### src/rtl/mem_sched_pkg.sv
// Shared state encoding and default geometry for the RAM port scheduler.
package mem_sched_pkg;

    typedef enum logic [2:0] {
        IDLE,
        CLEAR,
        WRITE,
        RD_ISSUE,
        RD_WAIT,
        RD_CAPTURE
    } sched_state_t;

    localparam int ADDR_W_DEF = 5;
    localparam int DATA_W_DEF = 8;
    localparam int DEPTH      = 2 ** ADDR_W_DEF;

    localparam logic [DATA_W_DEF-1:0] CLR_DATA = '0;

endpackage

### src/rtl/tick_gen.sv
// Free-running 0..TICK_DIV-1 counter; tick is a one-cycle enable at the wrap, not a clock.
module tick_gen #(
    parameter int TICK_DIV = 50000000
) (
    input  logic CLOCK_50,
    input  logic RESET_N,
    output logic tick
);

    localparam int CNT_W = (TICK_DIV > 1) ? $clog2(TICK_DIV) : 1;

    logic [CNT_W-1:0] cnt;

    assign tick = (cnt == CNT_W'(TICK_DIV - 1));

    always_ff @(posedge CLOCK_50 or negedge RESET_N) begin
        if (!RESET_N) begin
            cnt <= '0;
        end else if (tick) begin
            cnt <= '0;
        end else begin
            cnt <= cnt + 1'b1;
        end
    end

endmodule

### src/rtl/ram_port_scheduler.sv
// Owns the single RAM port and arbitrates clear > write > scan, one access per cycle.
//
// state      | meaning
// IDLE       | arbitrate pending clear, armed write, pending scan tick
// CLEAR      | zero-fill one address per cycle, ascending
// WRITE      | single-cycle switch write, wr_ack and show update
// RD_ISSUE   | scan address presented to RAM
// RD_WAIT    | waiting out RAM read latency
// RD_CAPTURE | read data shown, scan address advanced
module ram_port_scheduler
    import mem_sched_pkg::*;
#(
    parameter int ADDR_W   = ADDR_W_DEF,
    parameter int DATA_W   = DATA_W_DEF,
    parameter int TICK_DIV = 50000000,
    parameter int RD_LAT   = 2
) (
    input  logic              CLOCK_50,
    input  logic              RESET_N,
    input  logic              wr_req,
    input  logic [ADDR_W-1:0] wr_addr,
    input  logic [DATA_W-1:0] wr_data,
    output logic              wr_ack,
    input  logic              clr_start,
    input  logic              scan_en,
    output logic              busy,
    output logic [ADDR_W-1:0] ram_addr,
    output logic [DATA_W-1:0] ram_data,
    output logic              ram_wren,
    input  logic [DATA_W-1:0] ram_q,
    output logic [ADDR_W-1:0] show_addr,
    output logic [DATA_W-1:0] show_data,
    output logic              show_valid
);

    localparam int WAIT_INIT = (RD_LAT >= 2) ? RD_LAT - 2 : 0;
    localparam int WAIT_W    = (RD_LAT > 2) ? $clog2(RD_LAT - 1) : 1;

    sched_state_t      state;
    logic [ADDR_W-1:0] scan_addr;
    logic [WAIT_W-1:0] wait_cnt;
    logic              tick;
    logic              tick_pending;
    logic              clr_pend;
    logic              wr_arm;
    logic              wr_ready;
    logic              rd_done;

    tick_gen #(
        .TICK_DIV (TICK_DIV)
    ) u_tick_gen (
        .CLOCK_50 (CLOCK_50),
        .RESET_N  (RESET_N),
        .tick     (tick)
    );

    // With RD_LAT of 1 the data is already due on the edge leaving RD_ISSUE.
    assign rd_done = (state == RD_ISSUE) ? (RD_LAT == 1) : (wait_cnt == '0);

    always_ff @(posedge CLOCK_50 or negedge RESET_N) begin
        if (!RESET_N) begin
            state        <= IDLE;
            scan_addr    <= '0;
            wait_cnt     <= '0;
            tick_pending <= 1'b0;
            clr_pend     <= 1'b0;
            wr_arm       <= 1'b0;
            wr_ready     <= 1'b1;
            wr_ack       <= 1'b0;
            busy         <= 1'b0;
            ram_addr     <= '0;
            ram_data     <= '0;
            ram_wren     <= 1'b0;
            show_addr    <= '0;
            show_data    <= '0;
            show_valid   <= 1'b0;
        end else begin
            wr_ack     <= 1'b0;
            show_valid <= 1'b0;
            ram_wren   <= 1'b0;
            ram_data   <= '0;

            // One write per rising request: re-arm only after wr_req has been seen low.
            if (!wr_req) begin
                wr_ready <= 1'b1;
            end else if (wr_ready && !wr_arm) begin
                wr_arm <= 1'b1;
            end
            if (tick) begin
                tick_pending <= 1'b1;
            end
            if (clr_start && state != CLEAR) begin
                clr_pend <= 1'b1;
            end

            case (state)
                IDLE: begin
                    if (clr_pend) begin
                        state    <= CLEAR;
                        clr_pend <= 1'b0;
                        busy     <= 1'b1;
                        ram_wren <= 1'b1;
                        ram_addr <= '0;
                        ram_data <= DATA_W'(CLR_DATA);
                    end else if (wr_arm) begin
                        state      <= WRITE;
                        wr_arm     <= 1'b0;
                        wr_ready   <= 1'b0;
                        wr_ack     <= 1'b1;
                        ram_wren   <= 1'b1;
                        ram_addr   <= wr_addr;
                        ram_data   <= wr_data;
                        show_addr  <= wr_addr;
                        show_data  <= wr_data;
                        show_valid <= 1'b1;
                    end else if (tick_pending && scan_en) begin
                        state        <= RD_ISSUE;
                        tick_pending <= 1'b0;
                        ram_addr     <= scan_addr;
                    end
                end
                CLEAR: begin
                    if (ram_addr == '1) begin
                        state        <= IDLE;
                        busy         <= 1'b0;
                        scan_addr    <= '0;
                        tick_pending <= 1'b0;
                        show_addr    <= '0;
                        show_data    <= '0;
                        show_valid   <= 1'b1;
                    end else begin
                        ram_wren <= 1'b1;
                        ram_addr <= ram_addr + 1'b1;
                        ram_data <= DATA_W'(CLR_DATA);
                    end
                end
                WRITE: begin
                    state <= IDLE;
                end
                RD_ISSUE, RD_WAIT: begin
                    if (rd_done) begin
                        state      <= RD_CAPTURE;
                        show_addr  <= scan_addr;
                        show_data  <= ram_q;
                        show_valid <= 1'b1;
                        scan_addr  <= scan_addr + 1'b1;
                    end else if (state == RD_ISSUE) begin
                        state    <= RD_WAIT;
                        wait_cnt <= WAIT_W'(WAIT_INIT);
                    end else begin
                        wait_cnt <= wait_cnt - 1'b1;
                    end
                end
                RD_CAPTURE: begin
                    state <= IDLE;
                end
                default: begin
                    state <= IDLE;
                end
            endcase
        end
    end

endmodule

### config.mk
export PLATFORM = sky130hd
export DESIGN_NAME = ram_port_scheduler
export DESIGN_NICKNAME = d
export VERILOG_FILES = /design/src/rtl/mem_sched_pkg.sv /design/src/rtl/tick_gen.sv /design/src/rtl/ram_port_scheduler.sv
export SDC_FILE = /design/constraint.sdc
export NUM_CORES = 1
export LEC_CHECK = 0
export ABC_AREA = 1
export BUFFER_PORTS_ARGS = -buffer_cell sky130_fd_sc_hd__buf_2
export CELL_PAD_IN_SITES_DETAIL_PLACEMENT = 2
export CELL_PAD_IN_SITES_GLOBAL_PLACEMENT = 2
export CORE_MARGIN = 2
export CORE_UTILIZATION = 26
export DETAILED_ROUTE_END_ITERATION = 10
export PLACE_DENSITY = 0.68
export SYNTH_ARGS = -nofsm -noshare
export SYNTH_HDL_FRONTEND = slang
export SYNTH_HIERARCHICAL = 1
export SYNTH_SLANG_ARGS = --single-unit
### constraint.sdc
create_clock -name CLOCK_50 -period 1.9 [get_ports CLOCK_50]
set_input_delay 0.38 -clock CLOCK_50 [delete_from_list [all_inputs] [get_ports CLOCK_50]]
set_output_delay 0.38 -clock CLOCK_50 [all_outputs]
set_load 0.05 [all_outputs]
==> results.sh, run 1 <==
export IMPL_worst_slew_pin_slew_ns=0.492
export IMPL_ys_flop_type="dfrtp_1"
export IMPL_clock_power_share=0.257
export IMPL_cp_required_ns=2.13
export IMPL_place_gp_congestion=0.781
export IMPL_p_leak_nw=2.38
export IMPL_fin_nets=597
export IMPL_port_buffers=55
export IMPL_synthTopCellsByArea="dfrtp_1, nand2_1, nor2_1"
export IMPL_switching_share=0.461
export IMPL_grt_start_max_net_pins=70
export IMPL_grtUsageTotal=0.169
export IMPL_dr_first_iter_drc_count=98
export IMPL_cts_sinks=69
export IMPL_seq_area_frac_synth=0.466
export IMPL_setup_viol=0
export IMPL_netlist_area_mm2=0.00370
export IMPL_syn_area_per_cell_um2=7.42
export IMPL_grt_util_met1=0.191
export IMPL_drive_above_1_share=0.182
export IMPL_grt_busiest_layer="met2"
export IMPL_clock_path_buffers=2
export IMPL_wl_mm=11.7
export IMPL_clock_latency_ns=0.34
export IMPL_drv_cap=0
export IMPL_finalCriticalPeriod_ns=1.81
export IMPL_rr_worst_depth=8
export IMPL_cts_tree="yes"
export IMPL_vias_per_cell=4.59
export IMPL_synth_edf_count=0
export IMPL_maxSlewViolCount=0
export IMPL_p_comb_frac=0.433
export IMPL_critPathMaxFanout=10
export IMPL_dp_cells=735
export IMPL_finalSetupTns_ns=0
export IMPL_crit_arrival_ns=2.03
export IMPL_post_layout_nonfiller_instances=751
export IMPL_holdWs_ns=0.0501
export IMPL_htreeDepth=3
export IMPL_skew_ns=0.00548
export IMPL_grt_met2_usage=0.314
export IMPL_ys_async_sr_fraction=1.00
export IMPL_synthCells=499
export IMPL_cts_root_buf="clkbuf_16"
export IMPL_crit_path_end_kind="flip-flop"
export IMPL_final_area_mm2=0.00454
export IMPL_post_drt_wl_per_cell_um=15.6
export IMPL_die_x_um=123
export IMPL_cp_slowest_cell="dfrtp_2"
export IMPL_grt_pass1_vias=3892
export IMPL_intPower_w=0.00357
export IMPL_fillCellCount=1657
export IMPL_rsz0062_at_grt="true"
export IMPL_ys_ff_latch=69
export IMPL_ir_drop_mv=0.559
export IMPL_slew_headroom=0.672
export IMPL_fmax_mhz=554
export IMPL_seqPwrFrac=0.310
export IMPL_clkTransAtPathRegs_ns=0.06
export IMPL_dpl_cell_area_mm2=0.00423
export IMPL_dieArea_mm2=0.0152
export IMPL_synth_distinct_cells=32
export IMPL_synth_nets=530
export IMPL_path_cells="ha_1, and3_1, ha_1, nand4_1, nand3_2, buf_4, nand2_1, nand2_1"
export IMPL_hold_class="in2async"
export IMPL_finalPower_w=0.00664
export IMPL_grt_use_met3=0.0406
export IMPL_drc_errors=0
export IMPL_initial_core_util=0.267
export IMPL_die_y_um=123
export IMPL_slowest_delay_ns=0.43
export IMPL_yosysMostFrequentCell="nand2_1"
export IMPL_drtAntennaViolNets=0
export IMPL_p_sw_w=0.00306
export IMPL_hold_buffers=0
export IMPL_netlist_top_cells_count="nand2_1, nor2_1, dfrtp_1"
export IMPL_pwr_density_cell_mw_per_mm2=1460
export IMPL_synth_top_cell_area_share=0.459
export IMPL_synth_top_cell_by_area="dfrtp_1"
export IMPL_overflow=0
export IMPL_cts_buffers_inserted=9
export IMPL_fin_crit_sh=0.951
export IMPL_synth_warnings=6
export IMPL_grt_pass1_wl_mm=19.6
export IMPL_ios=56
export IMPL_antenna_found_initial=0
export IMPL_n_antenna_cell=0
export IMPL_status="finished, final reports clean"
export IMPL_dr_pass1_iters=4
export IMPL_area_delta_synth_final_pct=22.5
export IMPL_fp_row_count=43
export IMPL_worstSetupStartpointType="flip-flop"
export IMPL_hpwl_mm=8.98
export IMPL_core_area_mm2=0.0139
export IMPL_path_class="reg2reg"
export IMPL_via_count=3448
export IMPL_finalHoldViolCount=0
==> layout make-up <==
class	instances	area, um^2	area share
clock buffers	12	246	0.0543
clock inverters	4	47.5	0.0105
inverters	51	194	0.0427
multi-input cells	370	1730	0.381
flip-flops and latches	69	1730	0.381
well taps	180	225	0.0496
repair buffers	65	363	0.0800
==> through the flow <==
step                       util  setup WS [ns]
after floorplan               -         0.0630
after global placement    0.305          0.113
after detailed placement  0.305         0.0516
after CTS                 0.326         0.0319
after global routing      0.327        -0.0467
final                     0.327         0.0937
==> layer usage <==
layer	vias to the layer above	wire length (um)	part of all wire
met1	1722	4960	0.42
met5	-	0	0
met2	37	6340	0.54
met3	11	295	0.025
li1	1678	-	-
met4	0	136	0.012
==> power groups by stage <==
stage | clock (W) | combinational (W) | sequential, W
floorplan | 0 | 0.00132 | 0.00280
global placement | 0 | 0.00282 | 0.00207
detailed placement | 0 | 0.00291 | 0.00208
CTS | 0.00176 | 0.00292 | 0.00206
global route | 0.00183 | 0.00321 | 0.00211
finish | 0.00171 | 0.00288 | 0.00205
==> sequential cells by signal, indices dropped and copies added, names as in the netlist <==
signal	cells
show_data	8
show_addr	5
ram_wren	1
ram_addr	5
tick_pending	1
u_tick_gen/cnt	26
wr_arm	1
state	3
clr_pend	1
wait_cnt	1
ram_data	8
show_valid	1
wr_ack	1
wr_ready	1
scan_addr	5
busy	1
==> worst max-delay path: cells and delay by family (launching register included) <==
family | cells | cell delay [ns]
fa+ha+maj | 2 | 0.40
simple gates | 5 | 0.64
flops | 1 | 0.43
buf+inv | 1 | 0.23
==> layout by cell type, fill, tap and decap left out, types with 2 or more instances in the layout <==
cell type    n
a21oi_1     10
and2_1       2
buf_2       55
buf_4        9
clkbuf_1     2
clkbuf_16    9
clkinv_2     2
dfrtp_1     66
dfrtp_2      2
ha_1         5
inv_1       45
inv_2        5
nand2_1    177
nand3_1     44
nand3_2      3
nand4_1      4
nor2_1      74
nor2_2       5
nor2_4       2
nor3_1       2
o21ai_0      8
o21ai_1      5
or2_2        3
xnor2_1      3
xor2_1      15
==> repair_timing <==
| action | CTS | global route |
|---|---|---|
| setup buffers | 0 | 0 |
| endpoints found under the setup margin | 0 | 21 |
| hold endpoints to repair | 0 | 0 |
| gates resized for setup | 0 | 4 |
==> worst paths after layout <==
path                            slack [ns]                 to         from
worst max-delay path                  0.09       show_data[3]  ram_addr[1]
worst min-delay path                  0.05  u_tick_gen/cnt[8]      RESET_N
worst max register to register        0.09       show_data[3]  ram_addr[1]
worst min register to register        0.48           wr_ready     wr_ready
max in group asynchronous             1.48           wr_ready      RESET_N
min in group CLOCK_50                 0.20           wr_ready       wr_req
==> cell families (layout without fill, tap and decap cells) <==
kind of cell	Yosys count	in the layout	synth area share
compound gates	26	26	0.0395
xor+xnor	18	18	0.0426
fa+ha+maj	5	5	0.0169
buf+inv	60	132	0.0699
flops	69	69	0.466
simple gates	321	321	0.365
(Power assumes the default switching activity.)
==> run 2: changes to the inputs <==
CTS_CLUSTER_DIAMETER = 50   (was unset)
PLACE_DENSITY = unset   (was 0.68)
PLACE_DENSITY_LB_ADDON = 0.1   (was unset)
==> run 2 against run 1 <==
Die area unchanged. Final area up 2.7%. Combinational power grew 6%. Global-route usage increased by 0.26 points. Cell count increased by 0.27%. Worst hold slack gained 0.017 ns. Power up 5.3%. Register-to-register slack barely moved. Critical endpoint is now show_data[2]. Largest power group unchanged.
==> results.sh, run 2 (synthesis gave the netlist of run 1 again) <==
export IMPL_pwr_density_cell_mw_per_mm2=1500
export IMPL_hpwl_mm=8.82
export IMPL_hold_buffers=0
export IMPL_wl_met3_um=317
export IMPL_n_antenna_cell=0
export IMPL_post_drt_wl_per_cell_um=15.8
export IMPL_cp_required_ns=2.13
export IMPL_initial_core_util=0.267
export IMPL_finalCriticalPeriod_ns=1.81
export IMPL_wl_mm=11.9
export IMPL_final_cell_mix="nand2_1, nor2_1, dfrtp_1"
export IMPL_fin_crit_sh=0.950
export IMPL_largest_registers="u_tick_gen/cnt (26), ram_data (8), show_data (8)"
export IMPL_wl_met1_mm=5.22
export IMPL_grt_pass1_wl_mm=19.9
export IMPL_grt_start_max_net_pins=70
export IMPL_ios=56
export IMPL_die_y_um=123
export IMPL_drive_above_1_share=0.195
export IMPL_clock_latency_ns=0.34
export IMPL_cts_buffers_inserted=9
export IMPL_p_leak_nw=2.41
export IMPL_port_buffers=55
export IMPL_overflow=0
export IMPL_fp_row_count=43
export IMPL_worst_slew_pin_slew_ns=0.507
export IMPL_place_gp_congestion=0.784
export IMPL_status="finished, final reports clean"
export IMPL_largest_register_ffs=26
export IMPL_antenna_found_initial=0
export IMPL_cts_root_buf="clkbuf_16"
export IMPL_core_area_mm2=0.0139
export IMPL_area_delta_synth_final_pct=25.8
export IMPL_finalHoldViolCount=0
export IMPL_top_layer_used="met4"
export IMPL_fin_util=0.336
export IMPL_dr_pass1_iters=4
export IMPL_ir_drop_mv=0.688
export IMPL_path_class="reg2reg"
export IMPL_fin_nets=599
export IMPL_final_common_cell="nand2_1"
export IMPL_crit_arrival_ns=2.04
export IMPL_cts_sinks=69
export IMPL_htreeDepth=3
export IMPL_maxSlewViolCount=0
export IMPL_setup_viol=0
export IMPL_grt_pass1_vias=3899
export IMPL_wl_met2_mm=6.10
export IMPL_dr_first_iter_drc_count=112
export IMPL_via_count=3496
export IMPL_vias_per_cell=4.64
export IMPL_skew_ns=0.00543
export IMPL_finalPower_w=0.00699
export IMPL_cts_tree="yes"
export IMPL_hold_class="in2async"
export IMPL_rsz0062_at_grt="true"
export IMPL_top_register="u_tick_gen/cnt"
export IMPL_critPathMaxFanout=6
export IMPL_slew_headroom=0.662
export IMPL_drc_errors=0
export IMPL_clkTransAtPathRegs_ns=0.06
export IMPL_worstSetupStartpointType="flip-flop"
export IMPL_crit_path_end_kind="flip-flop"
export IMPL_clock_path_buffers=2
export IMPL_drv_cap=0
export IMPL_dieArea_mm2=0.0152
export IMPL_grtUsageTotal=0.171
export IMPL_die_x_um=123
export IMPL_fmax_mhz=554
export IMPL_drtAntennaViolNets=0
-- run 2: area by class of cell --
| cell class | instances | area (um^2) |
|---|---|---|
| multi-input combinational | 370 | 1770 |
| clock inverter | 7 | 98.8 |
| tap | 180 | 225 |
| inverter | 51 | 196 |
| clock buffer | 9 | 225 |
| sequential | 69 | 1730 |
| timing repair buffer | 67 | 415 |
| fill | 1658 | 9220 |
-- run 2: layer usage --
layer | vias to the layer above | global-route usage
met5 | - | 0
met4 | 0 | 0.0582
met3 | 14 | 0.0438
met2 | 39 | 0.296
met1 | 1754 | 0.206
li1 | 1689 | -
-- run 2: through the flow --
step	setup slack, ns	area (um^2)	TNS (ns)	hold WS [ns]	std cells
floorplan	0.0630	3710	0	0.0844	499
global placement	0.131	4230	0	0.449	733
detailed placement	-0.0321	4230	-0.105	0.447	733
CTS	0.00638	4570	0	0.0727	750
global route	-0.0232	4660	-0.107	0.0861	753
finish	0.0950	4660	0	0.0673	753
-- run 2: critical path, stage by stage, from the launching register on --
cell and delay [ns]:
dfrtp_2 0.44, ha_4 0.17, and3_4 0.18, ha_4 0.15, nand4_1 0.25, nand3_4 0.19, clkbuf_16 0.20, nand2_1 0.06
nand2_1 0.04
-- run 2: where the power goes --
group	switching, W	internal (W)
combinational	0.00219	0.000870
sequential	0.000273	0.00179
clock	0.000712	0.00116
-- run 2: worst paths after layout --
check,start,end,slack (ns),depth (start not counted)
max in group asynchronous,RESET_N,wr_ready,1.51,2
max reg2reg,ram_addr[1],show_data[2],0.09,8
min in group CLOCK_50,wr_req,wr_ready,0.19,2
min,RESET_N,u_tick_gen/cnt[9],0.07,2
max,ram_addr[1],show_data[2],0.09,8
min reg2reg,wr_ready,wr_ready,0.46,2
-- run 2: repair_timing --
action,in CTS,in global routing
setup endpoints to repair,18,23
setup buffers,1,2
pin swaps,2,2
gates cloned,0,1
endpoints found under the hold margin,0,0
gates resized for setup,3,11
==> run 3: changes to the inputs <==
ABC_AREA = 0   (was 1)
CORE_MARGIN = 5   (was 2)
SETUP_SLACK_MARGIN = 0.1   (was unset)
==> run 3 against run 2 <==
The flow now finishes with violations (hold timing, setup timing). Sequential cell count did not move. Die area increased by 4.3%. Final area is 1.7% lower. Worst hold slack worse by 0.069 ns. Cell count is 20% lower. Global-route usage is 3.7 points lower. Utilization increased by 1.2 points. Critical path depth unchanged. First-iteration DRC count decreased by 54%. Setup slack lost 0.13 ns.
==> results.sh, run 3 <==
export IMPL_die_y_um=126
export IMPL_htreeDepth=3
export IMPL_die_x_um=126
export IMPL_fin_nets=453
export IMPL_maxSlewViolCount=0
export IMPL_pwr_density_cell_mw_per_mm2=1480
export IMPL_rsz0062_at_grt="true"
export IMPL_netlist_top_cells_count="dfrtp_1, nand2_1, inv_1"
export IMPL_synthCells=338
export IMPL_synth_distinct_cells=48
export IMPL_clkTransAtPathRegs_ns=0.06
export IMPL_hold_class="in2async"
export IMPL_status="complete, but fails checks"
export IMPL_drv_cap=0
export IMPL_r2r_end="show_data[6]"
export IMPL_finalCriticalPeriod_ns=1.93
export IMPL_synth_compound_area_frac=0.0852
export IMPL_clock_path_buffers=2
export IMPL_final_area_mm2=0.00458
export IMPL_grt_pass1_vias=3274
export IMPL_setup_ws_ns=-0.0318
export IMPL_netlist_area_mm2=0.00350
export IMPL_hpwl_mm=7.43
export IMPL_top_register="u_tick_gen/cnt"
export IMPL_setup_viol=5
export IMPL_holdWs_ns=-0.00194
export IMPL_ir_drop_mv=0.728
export IMPL_cts_root_buf="clkbuf_16"
export IMPL_worstSetupStartpointType="flip-flop"
export IMPL_dr_first_iter_drc_count=52
export IMPL_post_drt_wl_per_cell_um=16.8
export IMPL_dr_pass1_iters=2
export IMPL_synth_edf_count=0
export IMPL_critPathMaxFanout=14
export IMPL_slew_headroom=0.697
export IMPL_yosys_area_share_adder=0.0179
export IMPL_drc_errors=0
export IMPL_n_antenna_cell=0
export IMPL_wl_mm=10.2
export IMPL_muxShareOfSynthArea=0.103
export IMPL_final_common_cell="dfrtp_1"
export IMPL_drive_above_1_share=0.342
export IMPL_grtUsageTotal=0.135
export IMPL_fmax_mhz=518
export IMPL_synth_xor_area_frac=0.0376
export IMPL_synth_top_cell_area_share=0.487
export IMPL_place_gp_congestion=0.704
export IMPL_grt_pass1_wl_mm=16.9
export IMPL_hold_buffers=0
export IMPL_cts_sinks=69
export IMPL_r2r_slack_ns=-0.03
export IMPL_final_cell_mix="dfrtp_1, buf_2, buf_4"
export IMPL_drtAntennaViolNets=0
export IMPL_startpoint="ram_addr[1]"
export IMPL_cp_required_ns=2.12
export IMPL_port_buffers=55
export IMPL_fillCellCount=1450
export IMPL_path_class="reg2reg"
export IMPL_antenna_found_initial=0
export IMPL_area_delta_synth_final_pct=30.9
export IMPL_crit_path_end_kind="flip-flop"
export IMPL_finalHoldViolCount=2
export IMPL_synth_nets=369
export IMPL_dieArea_mm2=0.0159
export IMPL_synth_top_family_by_area="simple AND/OR/NAND/NOR gates"
export IMPL_grt_start_max_net_pins=30
export IMPL_r2r_start="ram_addr[1]"
export IMPL_rr_worst_depth=8
export IMPL_skew_ns=0.00645
export IMPL_crit_arrival_ns=2.15
export IMPL_fin_crit_sh=1.02
export IMPL_ios=56
export IMPL_yosys_area_share_simple=0.208
export IMPL_synthTopCellsByArea="dfrtp_1, mux2i_1, mux2_4"
export IMPL_synth_top_cell_by_area="dfrtp_1"
export IMPL_worst_slew_pin_slew_ns=0.454
export IMPL_p_leak_nw=2.17
export IMPL_via_count=2871
export IMPL_finalPower_w=0.00680
export IMPL_syn_area_per_cell_um2=10.3
export IMPL_core_area_mm2=0.0132
export IMPL_place_ws_ns=-0.0511
export IMPL_cts_tree="yes"
export IMPL_largest_registers="u_tick_gen/cnt (26), ram_data (8), show_data (8)"
export IMPL_cp_endpoint="show_data[6]"
export IMPL_cts_buffers_inserted=9
export IMPL_ys_flop_type="dfrtp_1"
export IMPL_synth_warnings=6
export IMPL_initial_core_util=0.265
export IMPL_yosysMostFrequentCell="dfrtp_1"
export IMPL_largest_register_ffs=26
export IMPL_ys_async_sr_fraction=1.00
export IMPL_vias_per_cell=4.76
export IMPL_dpl_cell_area_mm2=0.00417
export IMPL_fp_row_count=42
export IMPL_seq_area_frac_synth=0.494
export IMPL_overflow=0
export IMPL_clock_latency_ns=0.34
export IMPL_ys_ff_latch=69
export IMPL_violations="hold timing, setup timing"
run 3: cell types whose count changed after synthesis, sizes merged, moves of 13 or more:
| cell | previous run | this run |
|---|---|---|
| nand2 | 177 | 27 |
| nor2 | 81 | 19 |
| nand3 | 47 | 15 |
| inv | 51 | 23 |
| mux2i | 0 | 18 |
| mux2 | 0 | 13 |
run 3: how the worst min path moves through the flow:
stage	endpoint	cells past startpoint
global route	u_tick_gen/cnt[12]	1
finish	u_tick_gen/cnt[10]	1
floorplan	busy	0
CTS	u_tick_gen/cnt[1]	1
detailed placement	u_tick_gen/cnt[5]	1
global placement	u_tick_gen/cnt[5]	1
run 3: stage by stage:
| stage | util | cells | setup TNS [ns] |
|---|---|---|---|
| after floorplan | - | 338 | -3.38 |
| after global placement | 0.316 | 581 | -0.00358 |
| after detailed placement | 0.316 | 581 | -0.219 |
| after CTS | 0.342 | 599 | -0.328 |
| after global routing | 0.347 | 603 | -1.28 |
| final | 0.347 | 603 | -0.104 |
run 3: routing by layer:
layer / vias up / global-route usage / wire [um]
met4: 0 / 0.0435 / 149
met2: 32 / 0.242 / 5330
li1: 1352 / - / -
met3: 11 / 0.0390 / 358
met1: 1476 / 0.153 / 4310
met5: - / 0 / 0
run 3: area by class of cell:
class / instances / area (um^2) / area share
repair buffers: 89 / 574 / 0.125
well taps: 176 / 220 / 0.0481
flip-flops and latches: 69 / 1740 / 0.379
clock inverters: 3 / 43.8 / 0.00956
clock buffers: 13 / 260 / 0.0568
multi-input cells: 230 / 1660 / 0.362
inverters: 23 / 86.3 / 0.0189
run 3: logic make-up after synthesis:
| logic type | count (synthesis) |
|---|---|
| simple gates | 128 |
| flops | 69 |
| compound gates | 51 |
| buf+inv | 39 |
| mux | 31 |
| xor+xnor | 15 |
| fa+ha+maj | 5 |
run 3: timing repair:
item,4_1_cts,5_1_grt
hold endpoints to repair,0,0
pin swaps,5,4
gates cloned,0,0
endpoints found under the setup margin,21,40
setup buffers,2,5
resized for setup,6,13
run 3: power breakdown:
part,internal [W],switching [W]
registers,0.00179,0.000259
logic,0.00119,0.00184
clock network,0.00109,0.000630
run 3: worst max-delay path, cell delays in order, from the launching register on:
cell,delay (ns)
dfrtp_2,0.42
ha_4,0.16
and3_4,0.18
ha_4,0.16
nand3b_1,0.08
a21o_1,0.14
nor2b_4,0.16
buf_12,0.16
mux2_2,0.35
